[src/rtl/waterfall_sequencer_if.sv]
// Shift-register control bundle between waterfall_sequencer (master) and a 74194-style register (slave).
interface waterfall_sequencer_if;
  logic       S1;
  logic       S0;
  logic [7:0] D;
  logic       DSR;
  logic       DSL;

  modport master (output S1, output S0, output D, output DSR, output DSL);
  modport slave  (input  S1, input  S0, input  D, input  DSR, input  DSL);
endinterface

[src/rtl/waterfall_sequencer.sv]
// waterfall_sequencer: drives a 74194-style shift register with LED waterfall patterns.
// Define WATERFALL_STEP_CNT_EN to add the step_cnt output.
module waterfall_sequencer #(
  parameter int unsigned TICK_DIV = 25,
  parameter int unsigned CNT_W    = 24
) (
  input  logic                  CP,
  input  logic                  clr_n,
  input  logic                  en,
  input  logic [1:0]            pat,
  waterfall_sequencer_if.master sr,
  output logic                  step,
  output logic [7:0]            shadow
`ifdef WATERFALL_STEP_CNT_EN
  ,
  output logic [15:0]           step_cnt
`endif
);

  typedef enum logic [1:0] {IDLE, LOAD, RUN, HOLD} state_t;
  typedef enum logic [1:0] {
    PAT_CHASE_R = 2'b00,
    PAT_CHASE_L = 2'b01,
    PAT_PING    = 2'b10,
    PAT_FILL    = 2'b11
  } pat_t;

  localparam logic [1:0] MODE_HOLD = 2'b00;
  localparam logic [1:0] MODE_SHR  = 2'b01;
  localparam logic [1:0] MODE_SHL  = 2'b10;
  localparam logic [1:0] MODE_LOAD = 2'b11;

  localparam logic [CNT_W-1:0] TICK_LAST = CNT_W'(TICK_DIV - 1);

  function automatic logic [7:0] f_seed(input logic [1:0] p);
    case (p)
      2'b01:   f_seed = 8'h01;
      2'b11:   f_seed = 8'h00;
      default: f_seed = 8'h80;
    endcase
  endfunction

  state_t           r_state, w_state_nxt;
  logic [CNT_W-1:0] r_cnt, w_cnt_nxt;
  logic [1:0]       r_mode, w_mode_nxt;
  logic [7:0]       r_d, w_d_nxt;
  logic             r_dsr, w_dsr_nxt;
  logic             r_dsl, w_dsl_nxt;
  logic             r_step, w_step_nxt;
  logic [7:0]       r_shadow, w_shadow_nxt;
  pat_t             r_pat_q, w_pat_nxt;
  logic             r_dir_left, w_dir_left_nxt;
  logic             r_fill, w_fill_nxt;
  logic [2:0]       r_fcnt, w_fcnt_nxt;
  logic             w_load;
  logic [7:0]       w_shr0, w_shl0;

  assign w_shr0 = {1'b0, r_shadow[7:1]};
  assign w_shl0 = {r_shadow[6:0], 1'b0};

  always_ff @(posedge CP or negedge clr_n) begin
    if (!clr_n) begin
      r_state    <= IDLE;
      r_cnt      <= '0;
      r_mode     <= MODE_HOLD;
      r_d        <= '0;
      r_dsr      <= 1'b0;
      r_dsl      <= 1'b0;
      r_step     <= 1'b0;
      r_shadow   <= '0;
      r_pat_q    <= PAT_CHASE_R;
      r_dir_left <= 1'b0;
      r_fill     <= 1'b0;
      r_fcnt     <= '0;
    end else begin
      r_state    <= w_state_nxt;
      r_cnt      <= w_cnt_nxt;
      r_mode     <= w_mode_nxt;
      r_d        <= w_d_nxt;
      r_dsr      <= w_dsr_nxt;
      r_dsl      <= w_dsl_nxt;
      r_step     <= w_step_nxt;
      r_shadow   <= w_shadow_nxt;
      r_pat_q    <= w_pat_nxt;
      r_dir_left <= w_dir_left_nxt;
      r_fill     <= w_fill_nxt;
      r_fcnt     <= w_fcnt_nxt;
    end
  end

  // Outputs are registered, so every value here is what the register sees next cycle.
  always_comb begin
    w_state_nxt    = r_state;
    w_cnt_nxt      = r_cnt;
    w_mode_nxt     = MODE_HOLD;
    w_d_nxt        = r_d;
    w_dsr_nxt      = 1'b0;
    w_dsl_nxt      = 1'b0;
    w_step_nxt     = 1'b0;
    w_shadow_nxt   = r_shadow;
    w_pat_nxt      = r_pat_q;
    w_dir_left_nxt = r_dir_left;
    w_fill_nxt     = r_fill;
    w_fcnt_nxt     = r_fcnt;
    w_load         = 1'b0;

    case (r_state)
      IDLE: begin
        w_cnt_nxt = '0;
        if (en) w_load = 1'b1;
      end
      LOAD: begin
        w_cnt_nxt   = CNT_W'(1);
        w_state_nxt = en ? RUN : HOLD;
      end
      RUN: begin
        if (r_cnt == TICK_LAST) begin
          w_cnt_nxt = '0;
          if (pat != r_pat_q) begin
            w_load = 1'b1;
          end else begin
            w_step_nxt  = 1'b1;
            w_state_nxt = en ? RUN : HOLD;
            unique case (r_pat_q)
              PAT_CHASE_R: begin
                w_mode_nxt   = MODE_SHR;
                w_dsr_nxt    = r_shadow[0];
                w_shadow_nxt = {r_shadow[0], r_shadow[7:1]};
              end
              PAT_CHASE_L: begin
                w_mode_nxt   = MODE_SHL;
                w_dsl_nxt    = r_shadow[7];
                w_shadow_nxt = {r_shadow[6:0], r_shadow[7]};
              end
              PAT_PING: begin
                if (!r_dir_left) begin
                  w_mode_nxt   = MODE_SHR;
                  w_shadow_nxt = w_shr0;
                  if (w_shr0 == 8'h01) w_dir_left_nxt = 1'b1;
                end else begin
                  w_mode_nxt   = MODE_SHL;
                  w_shadow_nxt = w_shl0;
                  if (w_shl0 == 8'h80) w_dir_left_nxt = 1'b0;
                end
              end
              PAT_FILL: begin
                w_mode_nxt   = MODE_SHR;
                w_dsr_nxt    = r_fill;
                w_shadow_nxt = {r_fill, r_shadow[7:1]};
                if (r_fcnt == 3'd7) begin
                  w_fill_nxt = ~r_fill;
                  w_fcnt_nxt = '0;
                end else begin
                  w_fcnt_nxt = r_fcnt + 3'd1;
                end
              end
            endcase
          end
        end else begin
          w_cnt_nxt = r_cnt + CNT_W'(1);
          if (!en) w_state_nxt = HOLD;
        end
      end
      HOLD: begin
        if (en) w_state_nxt = RUN;
      end
      default: w_state_nxt = IDLE;
    endcase

    if (w_load) begin
      w_state_nxt    = LOAD;
      w_cnt_nxt      = '0;
      w_mode_nxt     = MODE_LOAD;
      w_d_nxt        = f_seed(pat);
      w_shadow_nxt   = f_seed(pat);
      w_pat_nxt      = pat_t'(pat);
      w_dir_left_nxt = 1'b0;
      w_fill_nxt     = 1'b1;
      w_fcnt_nxt     = '0;
    end
  end

`ifdef WATERFALL_STEP_CNT_EN
  logic [15:0] r_step_cnt;

  always_ff @(posedge CP or negedge clr_n) begin
    if (!clr_n)          r_step_cnt <= '0;
    else if (w_load)     r_step_cnt <= '0;
    else if (w_step_nxt) r_step_cnt <= r_step_cnt + 16'd1;
  end

  assign step_cnt = r_step_cnt;
`endif

  assign sr.S1  = r_mode[1];
  assign sr.S0  = r_mode[0];
  assign sr.D   = r_d;
  assign sr.DSR = r_dsr;
  assign sr.DSL = r_dsl;
  assign step   = r_step;
  assign shadow = r_shadow;

endmodule
[src/flat_wrapper.sv]
// flat-port wrapper written by rule: the top's interface ports become plain ports
module waterfall_sequencer_flat 
#(
  parameter int unsigned TICK_DIV = 25,
  parameter int unsigned CNT_W    = 24
)
  (CP, clr_n, en, pat, step, shadow, sr_S1, sr_S0, sr_D, sr_DSR, sr_DSL);
  waterfall_sequencer_if sr_i ();
  input  logic CP;
  input  logic clr_n;
  input  logic en;
  input  logic [1:0] pat;
  output logic step;
  output logic [7:0] shadow;
  output wire logic [$bits(sr_i.S1)-1:0] sr_S1;
  output wire logic [$bits(sr_i.S0)-1:0] sr_S0;
  output wire logic [$bits(sr_i.D)-1:0] sr_D;
  output wire logic [$bits(sr_i.DSR)-1:0] sr_DSR;
  output wire logic [$bits(sr_i.DSL)-1:0] sr_DSL;
  assign sr_S1 = sr_i.S1;
  assign sr_S0 = sr_i.S0;
  assign sr_D = sr_i.D;
  assign sr_DSR = sr_i.DSR;
  assign sr_DSL = sr_i.DSL;
  waterfall_sequencer #(.TICK_DIV(TICK_DIV), .CNT_W(CNT_W)) u_core (.CP(CP), .clr_n(clr_n), .en(en), .pat(pat), .sr(sr_i), .step(step), .shadow(shadow));
endmodule
[config.mk]
export PLATFORM = sky130hd
export DESIGN_NAME = waterfall_sequencer_flat
export DESIGN_NICKNAME = d
export VERILOG_FILES = /design/src/rtl/waterfall_sequencer_if.sv /design/src/rtl/waterfall_sequencer.sv /design/src/flat_wrapper.sv
export SDC_FILE = /design/constraint.sdc
export NUM_CORES = 1
export LEC_CHECK = 0
export CORE_MARGIN = 1
export CORE_UTILIZATION = 30
export CTS_CLUSTER_DIAMETER = 200
export DETAILED_ROUTE_END_ITERATION = 12
export GPL_TIMING_DRIVEN = 0
export HOLD_SLACK_MARGIN = 0.06
export PLACE_DENSITY = 0.52
export SLEW_MARGIN = 20
export SYNTH_ARGS = -nofsm -noshare
export SYNTH_HDL_FRONTEND = slang
export SYNTH_SLANG_ARGS = --single-unit
[constraint.sdc]
create_clock -name CP -period 2.55 [get_ports CP]
set_clock_uncertainty 0.2 [all_clocks]
set_input_delay 0.765 -clock CP [delete_from_list [all_inputs] [get_ports CP]]
set_output_delay 0.765 -clock CP [all_outputs]
set_load 0.005 [all_outputs]
Word-level counts from Yosys, hierarchy flattened
Cells that the tools add are included.

Shifts and indexed selects: 0. Mux-type cells: 58. Reduce and logical (&&, ||, !) cells: 15. Equality and inequality tests: 17. Order comparisons: 0. Multiply operators: 0. Bitwise gates (word level): 1. Divide/modulo/power cells: 0. Add/sub/neg operators: 2.

Operators by type and width (count): 24-bit one-hot mux with 3 select lines (1); 24-bit two-way mux (2); 8-bit two-way mux (5); 8-bit one-hot mux with 4 select lines (1); 1-bit two-way mux (28); 24-bit by 1-bit adder with 24-bit output, second input constant (1); 24-bit by 5-bit equality test with 1-bit output, second input constant (1); 2-bit two-way mux (10); 3-bit two-way mux (6); 8-bit one-hot mux with 2 select lines (1); 2-bit one-hot mux with 3 select lines (2); 4-bit AND reduction (3); 2-bit equality test, second input constant (5); 2-bit nonzero test (5); 4-bit nonzero test (2); 7-bit by 1-bit equality test with 1-bit output, second input constant (1); 7-bit equality test, second input constant (1); 2-bit by 1-bit equality test with 1-bit output, second input constant (3); 5-bit AND reduction (1); 2-bit zero test (2); 4-bit by 2-bit inequality test with 1-bit output, second input constant (1); 4-bit by 3-bit inequality test with 1-bit output, second input constant (1); 1-bit one-hot mux with 2 select lines (2); 3-bit by 1-bit adder with 3-bit output, second input constant (1); other kinds (7) (7).

Memory bits (writable): 0. Logic and storage cells: 105. Memories: 0. Output and inout port bits: 21. ROM bits: 0. Register bits: 54. Input port bits: 5. Bits in latches: 0.

Logic depth before layout (Yosys ltp)
Gate-level depths: netlist of run 1.

Word-level depth: 8. Gate-level depth with buffers: 9. Mapped depth without buffers: 9.

Worst setup path after synthesis of run 1
OpenSTA, ideal clock, no wires.

Path type: input to register. From: input en. To: register u_core.r_cnt[15]. Data required time: 2.281 ns. Setup slack: 0.374 ns. Library setup time: 0.069 ns. Path buffers: 1. Stages: 6. Data arrival time: 1.908 ns. Cells stage by stage: nand2_1 > nand3_1 > a21o_2 > buf_2 > or3_1 > nand3_1.

Word-level cells in the longest chain between the ends: 3. Elaborated cells on any way between the ends: 4. Classes of those cells: 3 x mux; 1 x reduce/logical.

RTL lines: start, declared (line flat_wrapper.sv:11) `input logic en;`; 1-bit two-way mux (*) (line waterfall_sequencer.sv:110) `if (en) w_load = 1'b1;`; 1-bit one-hot mux with 2 select lines (*) (line waterfall_sequencer.sv:107) `case (r_state)`; 4-bit nonzero test (no line) / 24-bit two-way mux (equally long branches); end signal, assigned (line waterfall_sequencer.sv:77) `r_cnt <= w_cnt_nxt;`; end, declared (line waterfall_sequencer.sv:44) `logic [CNT_W-1:0] r_cnt, w_cnt_nxt;`.

Mark *: on every way between the ends. The rest lies on a longest branch, timed or not. A chain may end at the register's enable or synchronous reset.

Worst setup path after layout of run 1
From: input pat[0]. To: register u_core.r_shadow[0], in the netlist u_core.shadow[0].

Word-level cells in the longest chain between the ends: 6. Elaborated cells on any way between the ends: 12. Classes of those cells: 4 x eq/ne; 5 x mux; 3 x reduce/logical.

RTL lines: start, declared (line flat_wrapper.sv:12) `input logic [1:0] pat;`; 2-bit inequality test (line waterfall_sequencer.sv:119) `if (pat != r_pat_q) begin`; 1-bit two-way mux (line waterfall_sequencer.sv:119); 1-bit two-way mux (line waterfall_sequencer.sv:117) `if (r_cnt == TICK_LAST) begin`; 1-bit one-hot mux with 2 select lines (line waterfall_sequencer.sv:107); 2-bit by 1-bit inequality test with 1-bit output (no line) / 2-bit nonzero test (equally long branches); 3-bit AND reduction (no line); end signal, assigned (line waterfall_sequencer.sv:83) `r_shadow <= w_shadow_nxt;`; end, declared (line waterfall_sequencer.sv:50) `logic [7:0] r_shadow, w_shadow_nxt;`.

Several ways; a longest one is shown, not always the timed one.

==> impl_metrics.yaml, run 1 <==
status:
  outcome: "finished, final reports clean"
layout:
  final_common_cell: "dfrtp_1"
  mostFrequentLayoutCells: "dfrtp_1, nand2_1, a21oi_1, inv_1, o21ai_0"
  syn_to_final_growth_pct: 20.2
  design_area_um2: 3500
  drive_above_1_share_pct: 14.7
  diodes: 0
  nets: 372
  instances_no_fill: 482
synthesis:
  ys_types: 55
  synthesis.area_um2: 2910
  postSynthAreaPerCell_um2: 9.27
  ys_seq_area_share_pct: 41.3
  async_flop_share_pct: 100
  ys_warn_count: 0
  ys_ff_latch: 48
  synth-edff-count: 0
  synthCells: 314
  ys.flop_type: "dfrtp_1"
pwr:
  total_power_w: 0.00192
  cellPowerDensity_nw_per_um2: 548
  ir_worst_vdd_v: 0.000263
  leakagePower_nw: 1.51
timing:
  tightestPinTransition_ps: 623
  fin_crit_ps: 2490
  finalHoldViolCount: 0
  max_freq_mhz: 401
  max_slew_margin_pct: 58.5
  setup_violations: 0
  setup_ws_ps: 56.1
  slew_viol_final: 0
  min_period_over_period_pct: 97.8
cts:
  ctsHoldBuffers: 0
  cts_tree: "done"
  cts_buffer_depth: 2
  cts_root_buffer: "clkbuf_8"
  numCtsBuffers: 5
  insertion_delay_ps: 300
  htree_levels: 2
  clk_pin_slew_ps: 100
  numClockSinks: 48
grt:
  grt_pass1_wl_mm: 12.1
  top_usage_layer: "met2"
  grt_start_max_net_pins: 49
  overflow: 0
  gr-usage-met2_pct: 25.5
  antenna_found_initial: 0
  grtUsageMet3_pct: 2.70
  grt_usage_pct: 14.9
  globalRouteMet1Util_pct: 19.5
  grt_pass1_vias: 2465
routing:
  drt_iter0_drc: 83
  drc: 0
  vias: 2467
  antenna_left: 0
  vias_per_cell: 5.12
  drt_pass1_iterations: 4
  wl_mm: 7.11
  routedWlPerCell_um: 14.8
place:
  place_congestion: 0.833
  dp_hpwl_mm: 5.00
  dp.cells: 467
  post_dp_cell_area_um2: 3280
  io_buffers: 19
  place_ws_ps: -575
critical_path:
  critical_path_class: "input pin to register"
  cp.required_ps: 2520
  critPathMaxFanout: 4
  cp-start-kind: "input pin"
  cp_data_arrival_time_ps: 2470
  end_kind: "register"
die:
  die_area_um2: 10100
  die_h_um: 101
  rows: 35
  coreArea_um2: 9330
  die_w_um: 101
  ios: 26
  start_util_pct: 31.2
worst_hold_path:
  hold_class: "input pin to asynchronous set/reset pin"
run:
  cap_violations: 0
-- area by class of cell --
cell class	instances	area, µm²
multi-input combinational	233	1580
fill	960	5830
sequential	48	1200
clock buffer	7	96.3
buffer	15	101
timing repair buffer	27	250
tap	129	161
clock inverter	1	30.0
inverter	22	82.6
-- synthesized netlist by cell type (6+ instances only) --
cell type	instances	area, µm²
nand2_1	32	120
nand4_1	6	37.5
nor2_1	14	52.6
inv_1	20	75.1
o21ai_0	19	95.1
o31ai_1	10	75.1
a31oi_1	7	43.8
a21oi_1	26	130
a22oi_1	6	45.0
buf_4	7	52.6
or3_1	11	68.8
dfrtp_1	48	1200
nand3_1	16	80.1
ha_1	15	188
-- worst max-delay path, cell delays in order --
cell and delay, ps:
clkdlybuf4s50_1 530, xnor2_2 260, and2_1 220, nand2_1 130, a2111oi_1 460, a221oi_1 90
-- power breakdown --
part	total, W	leakage [nW]	internal (W)	switching, W
Clock	0.000615	0.0645	0.000347	0.000268
Sequential	0.000812	0.632	0.000784	0.0000279
Combinational	0.000492	0.819	0.000180	0.000312
-- cell families after synthesis --
| kind of cell | Yosys count | synth area share (%) |
|---|---|---|
| simple gates | 113 | 22.9 |
| compound gates | 90 | 20.2 |
| flops | 48 | 41.3 |
| buf+inv | 38 | 6.19 |
| fa+ha+maj | 15 | 6.45 |
| xor+xnor | 5 | 1.50 |
| mux | 4 | 1.38 |
| other cells | 1 | 0.129 |
-- what timing repair did --
item / in CTS / in global routing
pin swaps: 0 / 2
endpoints found under the setup margin: 20 / 31
gates resized for setup: 4 / 6
cloned: 0 / 0
setup buffers: 0 / 8
-- final timing paths --
kind                                                from                           end  slack (ps)  cells after the start
setup reg to reg           u_core.r_state[0]$_DFFE_PN0P_  u_core.r_cnt[15]$_DFFE_PN0P_         220                      7
hold / removal                                     clr_n  u_core.r_fcnt[2]$_DFFE_PN0P_         270                      1
setup / recovery                                  pat[0]  u_core.shadow[0]$_DFFE_PN0P_          60                      6
min in group CP             u_core.r_fcnt[0]$_DFFE_PN0P_  u_core.r_fcnt[0]$_DFFE_PN0P_         290                      1
max in group asynchronous                          clr_n   u_core.r_cnt[8]$_DFFE_PN0P_        1450                      1
hold reg to reg             u_core.r_fcnt[0]$_DFFE_PN0P_  u_core.r_fcnt[0]$_DFFE_PN0P_         290                      1
-- routing by layer --
layer	wire length (µm)	part of all wire [%]
met1	3380	48
met5	0	0
met3	212	3.0
met2	3410	48
met4	114	1.6
-- sequential cells by signal (all words and copies together) (netlist names) --
signal             cells
u_core.r_cnt          24
u_core.shadow          8
u_core.r_fcnt          3
u_core.r_mode          2
u_core.r_pat_q         2
u_core.r_state         2
u_core.sr.D            2
u_core.r_dir_left      1
u_core.r_fill          1
u_core.sr.DSL          1
u_core.sr.DSR          1
u_core.step            1
-- through the flow --
step | TNS (ps) | util, % | hold WS [ps]
6_report | 0 | 37.5 | 274
5_1_grt | -27.2 | 37.5 | 320
4_1_cts | -47.0 | 36.6 | 292
3_5_place_dp | -14460 | 35.2 | 272
3_3_place_gp | -62430 | 35.2 | 271
2_1_floorplan | 0 | - | 251
Power figures use the tool's default switching activity.
==> run 2: changes to the inputs <==
--- a/config.mk
+++ b/config.mk
@@ -12,6 +12,7 @@
 export GPL_TIMING_DRIVEN = 0
 export HOLD_SLACK_MARGIN = 0.06
 export PLACE_DENSITY = 0.52
+export SETUP_SLACK_MARGIN = 0.4
 export SLEW_MARGIN = 20
 export SYNTH_ARGS = -nofsm -noshare
 export SYNTH_HDL_FRONTEND = slang
==> impl_metrics.yaml, run 2 (synthesis results as in run 1) <==
pwr:
  cellPowerDensity_nw_per_um2: 561
  pwr-share-clk_pct: 34.4
  power_switching_w: 0.000668
  p_int_w: 0.00156
  p_comb_share_pct: 29.7
  switching_share_pct: 30.0
  ir_worst_vdd_v: 0.000330
  leakagePower_nw: 1.87
  total_power_w: 0.00223
  power_frac_seq_pct: 35.9
critical_path:
  slowest_stage: "or4_4"
  critical_path_class: "register to register"
  r2r_cells: 5
  critPathMaxFanout: 5
  cp.required_ps: 2580
  end_kind: "register"
  worstPathCellList: "nor4_4, and4_4, nand3_4, or4_4, o22ai_2"
  cp-start-kind: "register"
  r2r_end: "u_core.r_fcnt[1]$_DFFE_PN0P_"
  rrSetupSlack_ps: 400
  cp_data_arrival_time_ps: 2180
  slowest_delay_ps: 510
  r2r_start: "u_core.r_cnt[15]$_DFFE_PN0P_"
place:
  dp_hpwl_mm: 4.91
  place_congestion: 0.809
  io_buffers: 19
  post_dp_cell_area_um2: 3280
grt:
  grt_pass1_wl_mm: 12.4
  grt_usage_pct: 15.5
  antenna_found_initial: 0
  grt_start_max_net_pins: 49
  grt_pass1_vias: 2573
  overflow: 0
die:
  die_h_um: 101
  coreArea_um2: 9330
  start_util_pct: 31.2
  rows: 35
  die_area_um2: 10100
  die_w_um: 101
  ios: 26
layout:
  nets: 403
  largest_register_ffs: 24
  regMostFlops: "u_core.r_cnt"
  mostFrequentLayoutCells: "buf_4, dfrtp_1, nand2_1, a21oi_1, inv_1"
  final_common_cell: "buf_4"
  diodes: 0
  syn_to_final_growth_pct: 36.6
  fillers: 933
  drive_above_1_share_pct: 29.9
  design_area_um2: 3980
routing:
  vias: 2603
  antenna_left: 0
  drt_pass1_iterations: 4
  vias_per_cell: 5.07
  routedWlPerCell_um: 14.9
  drt_iter0_drc: 101
  wl_mm: 7.64
  drc: 0
worst_hold_path:
  hold_class: "input pin to asynchronous set/reset pin"
status:
  outcome: "finished, final reports clean"
cts:
  cts_tree: "done"
  numClockSinks: 48
  cts_root_buffer: "clkbuf_8"
  cts_buffer_depth: 2
  clk_pin_slew_ps: 100
  htree_levels: 2
  insertion_delay_ps: 310
  numCtsBuffers: 5
timing:
  setup_violations: 0
  min_period_over_period_pct: 84.3
  fin_crit_ps: 2150
  max_freq_mhz: 465
  finalHoldViolCount: 0
  tightestPinTransition_ps: 635
  slew_viol_final: 0
  rsz0062_at_grt: "true"
  max_slew_margin_pct: 57.7
  hold_slack_ps: 277
run:
  cap_violations: 0
run 2: cell count changes in the layout (fill, tap and decap cells not counted), sizes merged:
cell           change
buf               +30
bufinv             +2
dlymetal6s2s       +5
clkdlybuf4s50     -13
dlygate4sd2        +7
run 2: power groups by stage:
stage / Clock, W / Sequential [W] / Combinational [W]
floorplan: 0 / 0.000820 / 0.000347
global placement: 0 / 0.000826 / 0.000483
detailed placement: 0 / 0.000826 / 0.000483
CTS: 0.000786 / 0.000800 / 0.000579
global route: 0.000811 / 0.000808 / 0.000724
finish: 0.000767 / 0.000802 / 0.000662
run 2: worst max path at each step:
stage / slack (ps) / cells past startpoint / start / end
floorplan: 480 / 5 / pat[0] / u_core.sr.D[0]$_DFFE_PN0P_
global placement: -990 / 1 / clr_n / u_core.r_cnt[14]$_DFFE_PN0P_
detailed placement: -440 / 7 / en / u_core.r_cnt[7]$_DFFE_PN0P_
global route: 270 / 7 / u_core.r_state[0]$_DFFE_PN0P_ / u_core.r_state[1]$_DFFE_PN0P_
finish: 400 / 5 / u_core.r_cnt[15]$_DFFE_PN0P_ / u_core.r_fcnt[1]$_DFFE_PN0P_
CTS: 390 / 8 / u_core.r_state[0]$_DFFE_PN0P_ / u_core.r_cnt[7]$_DFFE_PN0P_
run 2: worst max-delay path, delay by kind of cell (launching register included):
kind	cells	cell delay (ps)
AO/OA/AOI/OAI	1	150
flip-flops	1	450
AND/OR/NAND/NOR	4	1290
run 2: routing by layer:
| metal | GRT usage [%] | part of all wire, % |
|---|---|---|
| met3 | 2.91 | 2.8 |
| met1 | 19.5 | 46 |
| met4 | 4.01 | 1.3 |
| met5 | 0 | 0 |
| met2 | 27.2 | 49 |
run 2: timing repair:
item,in CTS,in global routing
hold buffers,0,0
setup buffers,23,13
gates cloned,1,1
setup endpoints to repair,52,42
pin swaps,6,12
resized for setup,44,43
run 2: layout make-up:
cell class / instances / area [µm²] / share of cell area (%)
flip-flops and latches: 48 / 1210 / 30.5
multi-input cells: 233 / 1730 / 43.5
inverters: 22 / 82.6 / 2.08
clock inverters: 3 / 90.1 / 2.26
clock buffers: 5 / 68.8 / 1.73
repair buffers: 57 / 499 / 12.6
well taps: 129 / 161 / 4.06
plain buffers: 16 / 131 / 3.30
run 2: through the flow:
stage                     std cells  setup slack (ps)  utilization (%)  setup TNS [ps]
after floorplan                 319               480                -               0
after detailed placement        467              -442             35.2          -11250
after global routing            513               267             42.6               0
final                           513               400             42.6               0
after CTS                       499               385             40.1               0
after global placement          467              -990             35.2          -58420
